### config.mk
export PLATFORM = sky130hd
export DESIGN_NAME = sw_debounce
export DESIGN_NICKNAME = d
export VERILOG_FILES = /design/src/rtl/picomips_pkg.sv /design/src/rtl/sw_debounce_sync2.sv /design/src/rtl/sw_debounce.sv
export SDC_FILE = /design/constraint.sdc
export NUM_CORES = 1
export LEC_CHECK = 0
export BUFFER_PORTS_ARGS = -buffer_cell sky130_fd_sc_hd__buf_2
export CORE_ASPECT_RATIO = 0.75
export CORE_MARGIN = 3
export CORE_UTILIZATION = 40
export CTS_CLUSTER_SIZE = 10
export DETAILED_ROUTE_END_ITERATION = 10
export PLACE_DENSITY = 0.61
export SKIP_CTS_REPAIR_TIMING = 1
export SKIP_LAST_GASP = 1
export SLEW_MARGIN = 25
export SYNTH_ARGS = -nofsm -noshare
export SYNTH_HDL_FRONTEND = slang
export SYNTH_SLANG_ARGS = --single-unit
### constraint.sdc
create_clock -name clk -period 1.4 [get_ports clk]
set_input_delay 0.14 -clock clk [delete_from_list [all_inputs] [get_ports clk]]
set_output_delay 0.14 -clock clk [all_outputs]
set_load 0.1 [all_outputs]
### src/rtl/picomips_pkg.sv
// Shared constants and FSM state type for the picoMIPS switch conditioning path.
package picomips_pkg;

  localparam int unsigned SW_W_DEFAULT      = 9;
  localparam int unsigned DB_CYCLES_DEFAULT = 16;

  typedef enum logic [1:0] {
    IDLE,
    COUNT,
    COMMIT
  } db_state_t;

endpackage

### src/rtl/sw_debounce_sync2.sv
// Two-flop synchronizer for a bus of independent asynchronous bits.
module sync2 #(
  parameter int unsigned WIDTH = 1
) (
  input  logic             clk,
  input  logic             reset_n,
  input  logic [WIDTH-1:0] d,
  output logic [WIDTH-1:0] q
);

  logic [WIDTH-1:0] r_sync1;
  logic [WIDTH-1:0] r_sync2;

  always_ff @(posedge clk or negedge reset_n) begin
    if (!reset_n) begin
      r_sync1 <= '0;
      r_sync2 <= '0;
    end else begin
      r_sync1 <= d;
      r_sync2 <= r_sync1;
    end
  end

  assign q = r_sync2;

endmodule

### src/rtl/sw_debounce.sv
// Switch debouncer feeding the picoMIPS SW input.
// SW_DEBOUNCE_EN selects the counting FSM; otherwise the synchronized value is registered directly.
module sw_debounce
  import picomips_pkg::*;
#(
  parameter int unsigned SW_W      = SW_W_DEFAULT,
  parameter int unsigned DB_CYCLES = DB_CYCLES_DEFAULT
) (
  input  logic            clk,
  input  logic            reset_n,
  input  logic [SW_W-1:0] sw_async,
  output logic [SW_W-1:0] sw_stable,
  output logic            sw_changed,
  output logic            step_pulse,
  output logic            busy
);

  logic [SW_W-1:0] w_sync2;
  logic [SW_W-1:0] r_stable;
  logic            r_changed;
  logic            r_step;

  sync2 #(.WIDTH(SW_W)) u_sync2 (
    .clk     (clk),
    .reset_n (reset_n),
    .d       (sw_async),
    .q       (w_sync2)
  );

`ifdef SW_DEBOUNCE_EN
  localparam int unsigned       CNT_W    = $clog2(DB_CYCLES + 1);
  localparam logic [CNT_W-1:0]  CNT_LAST = CNT_W'(DB_CYCLES - 1);

  db_state_t        r_state, w_state_nxt;
  logic [SW_W-1:0]  r_cand, w_cand_nxt;
  logic [SW_W-1:0]  w_stable_nxt;
  logic [CNT_W-1:0] r_cnt, w_cnt_nxt;
  logic             w_changed_nxt;
  logic             w_step_nxt;

  always_ff @(posedge clk or negedge reset_n) begin
    if (!reset_n) begin
      r_state   <= IDLE;
      r_cand    <= '0;
      r_cnt     <= '0;
      r_stable  <= '0;
      r_changed <= 1'b0;
      r_step    <= 1'b0;
    end else begin
      r_state   <= w_state_nxt;
      r_cand    <= w_cand_nxt;
      r_cnt     <= w_cnt_nxt;
      r_stable  <= w_stable_nxt;
      r_changed <= w_changed_nxt;
      r_step    <= w_step_nxt;
    end
  end

  // Pulses default low so they last exactly the one cycle after COMMIT.
  always_comb begin
    w_state_nxt   = r_state;
    w_cand_nxt    = r_cand;
    w_cnt_nxt     = r_cnt;
    w_stable_nxt  = r_stable;
    w_changed_nxt = 1'b0;
    w_step_nxt    = 1'b0;
    case (r_state)
      IDLE: begin
        if (w_sync2 != r_stable) begin
          w_cand_nxt  = w_sync2;
          w_cnt_nxt   = '0;
          w_state_nxt = COUNT;
        end
      end
      COUNT: begin
        if (w_sync2 != r_cand) begin
          w_cand_nxt = w_sync2;
          w_cnt_nxt  = '0;
        end else if (r_cnt == CNT_LAST) begin
          w_state_nxt = COMMIT;
        end else begin
          w_cnt_nxt = r_cnt + 1'b1;
        end
      end
      COMMIT: begin
        w_stable_nxt  = r_cand;
        w_changed_nxt = (r_cand != r_stable);
        w_step_nxt    = ~r_stable[SW_W-1] & r_cand[SW_W-1];
        w_state_nxt   = IDLE;
      end
      default: w_state_nxt = IDLE;
    endcase
  end

  assign busy = (r_state != IDLE);
`else
  logic w_unused_db;

  always_ff @(posedge clk or negedge reset_n) begin
    if (!reset_n) begin
      r_stable  <= '0;
      r_changed <= 1'b0;
      r_step    <= 1'b0;
    end else begin
      r_stable  <= w_sync2;
      r_changed <= (w_sync2 != r_stable);
      r_step    <= ~r_stable[SW_W-1] & w_sync2[SW_W-1];
    end
  end

  assign busy        = 1'b0;
  assign w_unused_db = ^DB_CYCLES;
`endif

  assign sw_stable  = r_stable;
  assign sw_changed = r_changed;
  assign step_pulse = r_step;

endmodule
==> metrics.csv <==
metric,value,unit
Clock Sinks,29,
crit share post-route,88.93,%
fillers,139,
multi-input logic area,103.9,um^2
measured slew at the worst slew-check pin,0.5884,ns
chip height,45.71,um
CTS buffer count,5,
Syn Inst Count,44,
ranking of synthesized cells by area,"dfrtp_1 86%, xor2_1 7.3%, ha_1 1.5%",
DR vias,443,
Max Fclk,803.2,MHz
RSZ-0062 raised after global routing,false,
nets@finish,93,
status,completed,
GPL Wtd Cong,0.6808,
Worst EP arrival,1.10,ns
first-pass detailed-route iteration total,1,
Post-synth EDFFs,0,
# H-tree levels,2,
global-route wire length before repair,1945,um
min Tclk post-route,1.245,ns
Max-slew headroom,60.78,%
placed insts,86,
Yosys top cell area share,86.31,%
initial antenna violation count,0,
leakage,0.5473,nW
"Slew Viols, Final",0,
All-Layer GR Usage,10.75,%
Port-buffer cells,21,
final antenna-violating net count,0,
top-count cell post-synth,dfrtp_1,
CP top delay family,buffers and inverters,
clk_lat worst skew,0.31,ns
antenna cells,0,
syn nets,56,
final wirelength,1143,um
# Max-Cap Violations,0,
area grow syn2layout,38.09,%
"Req. time, crit path",1.26,ns
crit-path cells,buf_2,
Core Region,1854,um^2
worst vdd ir,1.156,mV
Row Count,13,
Mapped Area,840.8,um^2
PwrDens,1541,nW/um^2
CP max stage delay,0.42,ns
DR vias/cell,4.260,
share of layout cells above drive strength 1,43.90,%
post-route setup TNS,0,ns
number of global-route vias before repair,456,
post-synthesis sequential area ratio,86.31,%
Clock Tree Buf Depth,2,
synth cell count leaders,"29 x dfrtp_1, 7 x xor2_1",
Worst setup EP type,primary output,
largest net degree at the start of global routing,30,
Ports,23,
crit path max-delay cell type,buf_2,
DRC viols,0,
"Distinct cells, synth",10,
number of setup violations in the final report,0,
Die Footprint,2694,um^2
Post-synth top flop,dfrtp_1,
total gr overflow,0,
"flops & latches, synth",29,
Clock Pin Slew Worst Setup and Hold Paths,0.08,ns
crit path max fanout,2,
Layout Cells excl Fill,104,
kind of critical path,reg2out,
TritonCTS clock tree,yes,
Initial Utilization,45.34,%
HP Class,reg2reg,
CP startpoint kind,flip-flop,
Die W,58.94,um
synth warn,0,
post-synthesis average cell area,19.11,um^2
"FFs w/ async S/R, synth",100.0,%
leading area contributor after synthesis,dfrtp_1,
DP Wirelength,791.4,um
final count of hold timing violations,0,
root buf cell,clkbuf_4,
mean routed wirelength per cell,10.99,um
Final Skew,0.003087,ns
Worst Path Buf+Inv,1,
Sequential cell area,735.7,um^2
DR iter-0 viols,0,
final cells by class:
type | count | area share [%]
Clock buffer | 7 | 4.741
Clock inverter | 1 | 2.586
Inverter | 1 | 0.3233
Multi-Input combinational cell | 13 | 8.944
Sequential cell | 29 | 63.36
Tap cell | 22 | 2.371
Timing Repair Buffer | 31 | 17.67
metal layers:
| metal | vias up | part of all wire [%] | track usage [%] |
|---|---|---|---|
| met4 | 0 | 1.7 | 5.430 |
| met5 | - | 0 | 0 |
| met1 | 210 | 39 | 12.38 |
| met2 | 19 | 51 | 14.98 |
| li1 | 211 | - | - |
| met3 | 3 | 8.2 | 7.649 |
power by group:
part / switching, mW / internal (mW)
sequential: 0.0203 / 0.880
combinational: 0.159 / 0.0501
clock: 0.253 / 0.426
total: 0.433 / 1.36
cells in the final DEF (no fill, tap or decap):
cell type	synthesis	routed
xnor2_1	1	1
dfrtp_1	29	21
buf_2	0	21
ha_1	1	1
dlygate4sd3_1	0	10
bufinv_16	0	1
dfrtp_2	0	8
nand4_1	1	1
clkbuf_8	0	1
nor4_1	1	1
clkbuf_4	0	5
nor3_1	1	1
inv_1	1	1
xor2_1	7	7
clkbuf_1	0	1
conb_1	1	1
path summary, 6_finish.rpt:
kind                            slack, ns                endpoint  depth (start not counted)                    startpoint
worst min register to register       0.35  u_sync2.q[7]$_DFF_PN0_                          0  u_sync2.r_sync1[7]$_DFF_PN0_
worst max register to register       0.29    sw_changed$_DFF_PN0_                          3        sw_stable[7]$_DFF_PN0_
worst min-delay path                 0.35  u_sync2.q[7]$_DFF_PN0_                          0  u_sync2.r_sync1[7]$_DFF_PN0_
worst max-delay path                 0.16            sw_stable[7]                          1        sw_stable[7]$_DFF_PN0_
min in group asynchronous            0.36    step_pulse$_DFF_PN0_                          2                       reset_n
max in group asynchronous            0.62  sw_stable[0]$_DFF_PN0_                          2                       reset_n
flip-flops by register name, summed over array words and instances (netlist names):
signal and flops:
sw_changed 1, u_sync2.r_sync1 9, step_pulse 1, u_sync2.q 9, sw_stable 9
through the flow:
stage          power, mW  hold WS [ns]  util [%]  setup WS, ns  cell area (um^2)
4_1_cts            1.795       -0.1640     57.22        0.1305              1061
3_5_place_dp       1.109        0.1860     52.63        0.2972             975.9
2_1_floorplan      1.058       -0.1556         -       0.06585             850.8
3_3_place_gp       1.106        0.1797     52.63        0.3557             975.9
5_1_grt            1.872        0.3582     62.62        0.1037              1161
6_report           1.789        0.3515     62.62        0.1550              1161
kinds of logic after synthesis:
kind of cell / share of synthesized area (%)
buffers and inverters: 1.339
other: 0.4460
and+or+nand+nor: 2.084
xor gates and xnor gates: 8.334
DFF: 86.31
adders and majority gates: 1.488
Note: power is estimated with default switching activity, not from simulation.
